## src/rtl/ntt_tf_pkg.sv

```systemverilog
// Shared constants and types for the NTT twiddle-factor address schedule.
// Holds the per-stage ROM base/word-count table and the sequencer state encoding.
package ntt_tf_pkg;

   localparam int TF_ADDR_W = 6;
   localparam int TF_STAGES = 5;

   localparam logic [5:0] STAGE_BASE [TF_STAGES] =
      '{6'd0, 6'd2, 6'd6, 6'd10, 6'd26};
   localparam logic [4:0] STAGE_WORDS [TF_STAGES] =
      '{5'd2, 5'd4, 5'd4, 5'd16, 5'd16};

   typedef enum logic [1:0] {
      ST_IDLE  = 2'd0,
      ST_RUN   = 2'd1,
      ST_FLUSH = 2'd2
   } tf_state_e;

   function automatic logic [5:0] stage_base(input logic [2:0] s);
      logic [5:0] r;
      r = '0;
      case (s)
         3'd0: r = STAGE_BASE[0];
         3'd1: r = STAGE_BASE[1];
         3'd2: r = STAGE_BASE[2];
         3'd3: r = STAGE_BASE[3];
         3'd4: r = STAGE_BASE[4];
         default: r = '0;
      endcase
      return r;
   endfunction

   function automatic logic [4:0] stage_words(input logic [2:0] s);
      logic [4:0] r;
      r = 5'd1;
      case (s)
         3'd0: r = STAGE_WORDS[0];
         3'd1: r = STAGE_WORDS[1];
         3'd2: r = STAGE_WORDS[2];
         3'd3: r = STAGE_WORDS[3];
         3'd4: r = STAGE_WORDS[4];
         default: r = 5'd1;
      endcase
      return r;
   endfunction

   // Word counts are powers of two, so hold length is a shift, not a divide.
   function automatic logic [2:0] stage_wlog(input logic [2:0] s);
      logic [2:0] r;
      r = '0;
      case (s)
         3'd0: r = 3'($clog2(STAGE_WORDS[0]));
         3'd1: r = 3'($clog2(STAGE_WORDS[1]));
         3'd2: r = 3'($clog2(STAGE_WORDS[2]));
         3'd3: r = 3'($clog2(STAGE_WORDS[3]));
         3'd4: r = 3'($clog2(STAGE_WORDS[4]));
         default: r = '0;
      endcase
      return r;
   endfunction

endpackage

```

## src/rtl/tf_addr_gen_if.sv

```systemverilog
// Control/ROM-side bundle of the twiddle address generator.
// master drives start/stall, slave (the generator) drives everything else.
interface tf_addr_gen_if
   import ntt_tf_pkg::*;
#(
   parameter int ADDR_W = TF_ADDR_W
);

   logic              start;
   logic              stall;
   logic [ADDR_W-1:0] A;
   logic              IREN;
   logic [2:0]        stage;
   logic              tf_valid;
   logic              busy;
   logic              done;

   modport master (
      output start, stall,
      input  A, IREN, stage, tf_valid, busy, done
   );

   modport slave (
      input  start, stall,
      output A, IREN, stage, tf_valid, busy, done
   );

endinterface

```

## src/rtl/tf_addr_gen.sv

```systemverilog
// Twiddle ROM address sequencer for the 512-point mixed-radix NTT.
// Walks the stage/word/hold schedule and flags the ROM's registered output.
module tf_addr_gen
   import ntt_tf_pkg::*;
#(
   parameter int ADDR_W        = TF_ADDR_W,
   parameter int CYC_PER_STAGE = 64,
   parameter int NUM_STAGES    = 5
) (
   input  logic         clk,
   input  logic         rst_n,
   tf_addr_gen_if.slave bus
);

   localparam int HW = $clog2(CYC_PER_STAGE);

   localparam logic [1:0] S_IDLE  = ST_IDLE;
   localparam logic [1:0] S_RUN   = ST_RUN;
   localparam logic [1:0] S_FLUSH = ST_FLUSH;

   logic [1:0]    state;
   logic [2:0]    stg;
   logic [3:0]    word;
   logic [HW-1:0] hold;
   logic          tfv;

   logic          issue;
   logic [HW-1:0] hold_last;
   logic          word_last;
   logic          stage_last;
   logic [5:0]    base;

   assign issue      = (state == S_RUN) && !bus.stall;
   assign base       = stage_base(stg);
   assign hold_last  = HW'((CYC_PER_STAGE >> stage_wlog(stg)) - 1);
   assign word_last  = ({1'b0, word} == (stage_words(stg) - 5'd1));
   assign stage_last = (stg == 3'(NUM_STAGES - 1));

   always_ff @(posedge clk or negedge rst_n) begin
      if (!rst_n) begin
         state <= S_IDLE;
         stg   <= '0;
         word  <= '0;
         hold  <= '0;
         tfv   <= 1'b0;
      end else begin
         tfv <= issue;
         unique case (1'b1)
            (state == S_IDLE): begin
               if (bus.start) begin
                  state <= S_RUN;
                  stg   <= '0;
                  word  <= '0;
                  hold  <= '0;
               end
            end
            (state == S_RUN): begin
               if (issue) begin
                  if (hold != hold_last) begin
                     hold <= hold + 1'b1;
                  end else begin
                     hold <= '0;
                     if (!word_last) begin
                        word <= word + 1'b1;
                     end else begin
                        word <= '0;
                        if (!stage_last) begin
                           stg <= stg + 1'b1;
                        end else begin
                           stg   <= '0;
                           state <= S_FLUSH;
                        end
                     end
                  end
               end
            end
            default: begin
               // FLUSH, or an unreachable encoding: drop back to idle
               state <= S_IDLE;
            end
         endcase
      end
   end

   assign bus.A        = (state == S_RUN) ?
                         (ADDR_W'(base) + ADDR_W'(word)) : '0;
   assign bus.IREN     = issue;
   assign bus.stage    = stg;
   assign bus.tf_valid = tfv;
   assign bus.busy     = (state != S_IDLE);
   assign bus.done     = (state == S_FLUSH);

endmodule
```

## src/flat_wrapper.sv

```systemverilog
// flat-port wrapper written by rule: the top's interface ports become plain ports
module tf_addr_gen_flat import ntt_tf_pkg::*;
#(
   parameter int ADDR_W        = TF_ADDR_W,
   parameter int CYC_PER_STAGE = 64,
   parameter int NUM_STAGES    = 5
)
  (clk, rst_n, bus_start, bus_stall, bus_A, bus_IREN, bus_stage, bus_tf_valid, bus_busy, bus_done);
  tf_addr_gen_if #(.ADDR_W(ADDR_W)) bus_i ();
  input  logic clk;
  input  logic rst_n;
  input wire logic [$bits(bus_i.start)-1:0] bus_start;
  input wire logic [$bits(bus_i.stall)-1:0] bus_stall;
  output wire logic [$bits(bus_i.A)-1:0] bus_A;
  output wire logic [$bits(bus_i.IREN)-1:0] bus_IREN;
  output wire logic [$bits(bus_i.stage)-1:0] bus_stage;
  output wire logic [$bits(bus_i.tf_valid)-1:0] bus_tf_valid;
  output wire logic [$bits(bus_i.busy)-1:0] bus_busy;
  output wire logic [$bits(bus_i.done)-1:0] bus_done;
  assign bus_i.start = bus_start;
  assign bus_i.stall = bus_stall;
  assign bus_A = bus_i.A;
  assign bus_IREN = bus_i.IREN;
  assign bus_stage = bus_i.stage;
  assign bus_tf_valid = bus_i.tf_valid;
  assign bus_busy = bus_i.busy;
  assign bus_done = bus_i.done;
  tf_addr_gen #(.ADDR_W(ADDR_W), .CYC_PER_STAGE(CYC_PER_STAGE), .NUM_STAGES(NUM_STAGES)) u_core (.clk(clk), .rst_n(rst_n), .bus(bus_i));
endmodule
```

## config.mk

```make
export PLATFORM = sky130hd
export DESIGN_NAME = tf_addr_gen_flat
export DESIGN_NICKNAME = d
export VERILOG_FILES = /design/src/rtl/ntt_tf_pkg.sv /design/src/rtl/tf_addr_gen_if.sv /design/src/rtl/tf_addr_gen.sv /design/src/flat_wrapper.sv
export SDC_FILE = /design/constraint.sdc
export NUM_CORES = 1
export LEC_CHECK = 0
export CAP_MARGIN = 25
export CORE_ASPECT_RATIO = 1.5
export CORE_MARGIN = 3
export CORE_UTILIZATION = 50
export DETAILED_ROUTE_END_ITERATION = 10
export GPL_ROUTABILITY_DRIVEN = 0
export HOLD_SLACK_MARGIN = 0.1
export PLACE_DENSITY = 0.72
export SYNTH_ARGS = -nofsm -noshare
export SYNTH_HDL_FRONTEND = slang
export SYNTH_SLANG_ARGS = --single-unit
```

## constraint.sdc

```tcl
create_clock -name clk -period 4.39 [get_ports clk]
set_input_delay 0.6585 -clock clk [delete_from_list [all_inputs] [get_ports clk]]
set_output_delay 0.6585 -clock clk [all_outputs]
set_load 0.01 [all_outputs]
```

======== Word-level counts from Yosys, hierarchy flattened ========
Cells that the tools add are included.
operators by class
  reduce and logical (&&, ||, !) cells .... 12
  bitwise logic cells ..................... 0
  mux-type cells .......................... 25
  shift operators ......................... 1
  div/mod/pow operators ................... 0
  $add $sub $neg .......................... 6
  magnitude comparators ................... 0
  eq/ne operators ......................... 13
  multipliers ............................. 0
operator list
  kind                                                                    count
  6-bit two-way mux                                                       4
  5-bit one-hot mux with 4 select lines                                   1
  4-bit two-way mux                                                       4
  3-bit two-way mux                                                       5
  5-bit one-hot mux with 3 select lines                                   1
  6-bit one-hot mux with 2 select lines                                   1
  2-bit two-way mux                                                       5
  5-bit AND reduction                                                     2
  3-bit one-hot mux with 3 select lines                                   1
  4-bit one-hot mux with 2 select lines                                   1
  7-bit by 3-bit >> shifter with 6-bit output (first input constant)      1
  5-bit by 4-bit adder with 6-bit output                                  1
  6-bit by 1-bit adder with 6-bit output (second input constant)          1
  3-bit by 2-bit equality test with 1-bit output (second input constant)  2
  2-bit by 1-bit != test with 1-bit output (second input constant)        3
  6-bit != test                                                           1
  3-bit one-hot mux with 2 select lines                                   1
  6-bit by 2-bit subtractor with 6-bit output (second input constant)     1
  4-bit by 5-bit equality test with 1-bit output                          1
  5-bit by 1-bit subtractor with 5-bit output (second input constant)     1
  4-bit by 1-bit adder with 4-bit output (second input constant)          1
  2-bit != test (second input constant)                                   2
  2-bit one-hot mux with 2 select lines                                   1
  4-bit AND reduction                                                     1
  other kinds (12)                                                        14
storage, ports and cells
  ROM bits ................................ 0
  register bits ........................... 16
  bits in writable memories ............... 0
  word-level logic and storage cells ...... 62
  memories ................................ 0
  latch bits .............................. 0

======== Depth between registers and ports, before layout ========
  word-level depth ........................ 9
  gate-level depth with buffers ........... 18

======== Worst setup path before layout ========
OpenSTA, ideal clock, no wires.
  path kind ............................... reg-to-reg
  from .................................... reg u_core.stg[0], in the netlist u_core.bus.stage[0]
  to ...................................... reg u_core.stg[2], in the netlist u_core.bus.stage[2]
  cell stages (with the launch flop) ...... 16
  arrival ................................. 3.436 ns
  path buffers ............................ 2
  data required time ...................... 4.261 ns
  slack ................................... 0.825 ns
  period minus slack after synthesis ...... 3.565 ns
  library setup time ...................... 0.129 ns
  cell sequence ........................... dfrtp_1 > inv_1 > ha_1 > buf_2 > nand2_1 > nand2_1 > inv_1 > ha_1 > or3_1 > or4_1 > a211oi_2 > a32oi_1 > or4_1 > buf_2 > o311ai_1 > nand2_1
between the ends
  cells in the longest elaborated chain, start to end .. 8
  elaborated cells between the ends (all ways) .. 23
  classes of those cells .................. 3 x add/sub; 8 x eq/ne; 1 x shift; 7 x mux; 4 x reduce/logical
ends and longest elaborated chain
  what                                                                    line                                source
  from (decl)                                                             tf_addr_gen.sv:22                   logic [2:0] stg;
  from (signal assigned)                                                  tf_addr_gen.sv:68                   stg <= stg + 1'b1;
  3-bit by 2-bit equality test with 1-bit output (tied with other cells)  ntt_tf_pkg.sv:36, ntt_tf_pkg.sv:51
  2-bit OR reduction (no line)                                            -
  3-bit one-hot mux with 3 select lines                                   ntt_tf_pkg.sv:51                    case (s)
  7-bit by 3-bit >> shifter with 6-bit output                             tf_addr_gen.sv:35                   assign hold_last = HW'((CYC_PER_STAGE >> stage_wlog(stg)) - 1);
  6-bit by 2-bit subtractor with 6-bit output                             tf_addr_gen.sv:35
  6-bit != test                                                           tf_addr_gen.sv:59                   if (hold != hold_last) begin
  2-bit != test (no line)                                                 -
  5-bit AND reduction (no line)                                           -
Several ways; a longest one is shown, not always the timed one. The select of a mux whose other input is x is not followed.
A chain may end at the register's enable or synchronous reset.

======== Worst setup path in the final report ========
  from .................................... reg u_core.stg[0], in the netlist u_core.bus.stage[0]
  to ...................................... out bus_A[3]
between the ends
  cells in the longest elaborated chain, start to end .. 4
  elaborated cells between the ends (all ways) .. 7
  classes of those cells .................. 1 x add/sub; 4 x eq/ne; 2 x mux
ends and longest elaborated chain
  what                                         line                source
  3-bit equality test (tied with other cells)  ntt_tf_pkg.sv:22    case (s)
  5-bit one-hot mux with 4 select lines (*)    ntt_tf_pkg.sv:22
  5-bit by 4-bit adder with 6-bit output (*)   tf_addr_gen.sv:86   (ADDR_W'(base) + ADDR_W'(word)) : '0;
  6-bit two-way mux (*)                        tf_addr_gen.sv:85   assign bus.A = (state == S_RUN) ?
  to (decl)                                    flat_wrapper.sv:14  output wire logic [$bits(bus_i.A)-1:0] bus_A;
Mark *: on every way between the ends. The rest lies on a longest branch, timed or not.

==> summary.md <==
The flow ran to the end, and the final reports show no timing, DRC or antenna violations. Die outline area: 0.00368 mm². The average instance in the mapped netlist occupies 8.14 µm². The largest fanout of any net on the critical path works out to 12. The run gives 0 as the count of final max-slew check failures. The total area inside the core boundary comes to 0.00276 mm². The worst path in the final design needs a cycle of 4.11 ns, including I/O delays and setup. The dominant register cell in the synthesized netlist is dfrtp_1. From left edge to right edge, the die measures 50.6 µm.

The final layout contains routed wiring with a total length of 3700 µm. The detailed router finished its first iteration with 29 violations. At the later pin of the worst-skew pair, clock insertion delay measures 0.25 ns.

Derived from the worst setup path, the maximum achievable clock frequency is 243 MHz. For the peak supply drop, the log shows 0.000403 V. Buffers placed on the I/O ports in this run total 16. Walking the worst path, the cells encountered are inv_1 -> ha_1 -> or2_2 -> nand2b_1 -> ha_2 -> inv_1 -> ha_1 -> fa_1 -> xnor2_1 -> nor2_1 -> clkdlybuf4s50_1.

The run gives 0 as the initial antenna violation count. TritonCTS built the clock tree. Yosys attributes the largest share of cell area to dfrtp_1 (27%), ha_1 (11%), nor2_1 (5.0%). Summed negative setup slack over all endpoints: 0 ns. Ranked by instance count, the synthesized netlist is headed by nor2_1 (20), dfrtp_1 (16), ha_1 (13). The number of nets in the synthesized netlist is 201. The total setup violations reported at the end of the flow was 0. Clock sink total: 16. On the critical path, the stage with the largest delay is an instance of clkdlybuf4s50_1.

The synthesized design spends more area on one cell type than any other, namely dfrtp_1. The post-synthesis sequential area ratio is 0.269, and the flip-flop and latch count after synthesis is 16. The run gives 45 as the post-synthesis cell type count. Average detailed-routed wire length per instance: 15.7 µm. The startpoint kind of the worst setup timing path is a flip-flop. In this run the clock root is driven by a clkbuf_8.

Setup repair after global routing left no endpoint under its margin. The floorplan has 23 rows. In the synthesized netlist, the number of instances is 183. The number of H-tree branching levels came out at 1.

The power per unit of standard cell area came out at 844 mW/mm². In the detailed route, the total length drawn on met2 is 1890 µm. The number of ports placed on the die boundary is 17. In this run, post-CTS hold repair placed 0 buffers. Counting flops with a built-in enable in the synthesized netlist gives 0.

The area growth from synthesis to layout is 17.5%. The maximum number of buffers from clock root to sink was 2. The worst setup slack after layout was 0.281 ns; the transition at the pin with the smallest max-transition slack was 0.960 ns.

The tools report the remaining max-slew budget at the tightest pin as 0.351. The number of antenna diodes in the final layout is 0. For this run, the slowest stage of the critical path takes 0.54 ns.

The class of the tightest hold or removal check is flip-flop to flip-flop. The critical path contains buffers and inverters numbering 3 combined. After detailed routing, the wire length on met1 is 1530 µm. The logs give 0 for the total overflow reported by the global router and 0.539 for the initial core utilization.

Total power after layout: 1480 µW. The tools report the type of destination of the critical path as an output port. The tools report the total track usage as 0.222. The post-CTS setup-driven buffer insertion count was 0.

The global-route wire length before repair is 6370 µm, and the net count of the finished layout is 217. Buffers inserted during clock tree synthesis total 3. The run gives 17 as the largest net degree at the start of global routing. Yosys instantiated no cell more often than nor2_1. The critical path start-end classification was flip-flop to output port. The tools report the leakage power of the design as 0.000741 µW. The total of warnings raised by yosys was 0. The tools report the final-report hold violation count as 0.

After detailed routing, no signal wire sits above met4. The proportion of synthesized flip-flops having asynchronous set or reset was 1.00; the post-synth design cell area was 0.00149 mm². The run gives 3.73 ns as the required time at the worst-slack endpoint. For this run, design rule violations remaining after detail routing come to 0.

The routed layout has 1,443 vias. The number of global-route vias before repair is 1,449. The tools report the total half-perimeter wirelength after legalization and detailed placement as 2880 µm.

The run gives 0.223 ns as the setup slack after placement. The share of layout cells above drive strength 1 was 0.0707; the number of optimization iterations in the first detailed-route pass was 4. STA puts the critical path data arrival time at 3.45 ns. The top cell type's share of synthesized area works out to 0.269.

The clock-pin slew of the registers on the worst-case setup and hold paths works out to 0.06 ns. Grouping stages by cell kind, the critical path spends the most delay in adder cells. The period utilization is 0.936.

In the routed layout, each cell is associated on average with a via count of 6.14. Summed over all nets, wire length on met3 after detailed routing comes to 153 µm. The logs give 0 for the post-detailed-route count of antenna-violating nets and 0.00475 ns for the setup skew after layout. The tool flagged a number of max-cap violations equal to 0. The die extent in y was 72.8 µm.
[cell families after synthesis]
family                     count (synthesis)  share of synthesized area
adders and majority gates                 14                      0.123
xor gates and xnor gates                   9                     0.0529
AOI/OAI and AO/OA                         33                      0.152
muxes                                      4                     0.0277
and+or+nand+nor                           93                      0.336
buffers and inverters                     14                     0.0395
DFF                                       16                      0.269
[report_power, final]
part	switching (µW)	total (µW)	internal, µW
logic	568	1070	502
registers	85.0	277	192
clock network	50.7	130	79.6
[area by class of cell]
type / instances / area (µm²)
Tap cell: 37 / 46.3
Inverter: 7 / 26.3
Sequential cell: 16 / 400
Timing Repair Buffer: 18 / 175
Clock buffer: 4 / 55.1
Multi-Input combinational cell: 153 / 1050
Fill cell: 252 / 1010
[layout by cell type, fill, tap and decap left out, types with 2 or more instances in the layout]
cell type	count
or4_1	2
nor4_1	5
nor4b_1	2
xor2_1	6
dfrtp_1	16
clkdlybuf4s50_1	16
nand3_1	12
nor3b_1	3
nand4_1	4
clkbuf_8	4
nand2b_1	8
nor2_1	20
o211ai_1	2
nor3_1	6
o31ai_1	2
ha_1	11
a21o_1	2
o21ai_0	6
ha_2	2
a211oi_1	3
inv_1	7
and2_1	5
xnor2_1	3
a21oi_1	7
a32oi_1	2
or2_2	2
nand2_1	12
nor2b_1	5
buf_4	2
mux2i_1	3
[repair_timing]
item                                    4_1_cts  5_1_grt
resized for setup                             1        3
pin swaps                                     0        0
endpoints found under the setup margin        1        6
[per-layer routing]
layer,vias to the layer above,global-route usage
met1,689,0.266
li1,696,-
met4,0,0.117
met2,44,0.387
met3,14,0.0204
met5,-,0
[flip-flops by register name, indices dropped and copies added (netlist names)]
| name | cells |
|---|---|
| u_core.state | 2 |
| u_core.bus.stage | 3 |
| u_core.hold | 6 |
| u_core.word | 4 |
| u_core.bus.tf_valid | 1 |
[worst paths after layout]
check	startpoint	endpoint	slack, ns	cells after the start
max in group asynchronous	rst_n	u_core.bus.stage[1]	3.11	1
min in group asynchronous	rst_n	u_core.hold[1]	0.83	1
worst min register to register	u_core.state[1]	u_core.state[0]	0.58	1
worst min-delay path	u_core.state[1]	u_core.state[0]	0.58	1
worst max-delay path	u_core.bus.stage[0]	bus_A[3]	0.28	11
worst max register to register	u_core.bus.stage[0]	u_core.bus.stage[2]	0.48	13
[per-stage QoR]
stage	hold slack [ns]	cell area (µm²)	instances	util
floorplan	0.363	1490	183	-
global placement	0.534	1680	231	0.607
detailed placement	0.556	1680	231	0.607
CTS	0.561	1740	235	0.629
global route	0.598	1750	235	0.633
finish	0.577	1750	235	0.633
Power figures use the tool's default switching activity.
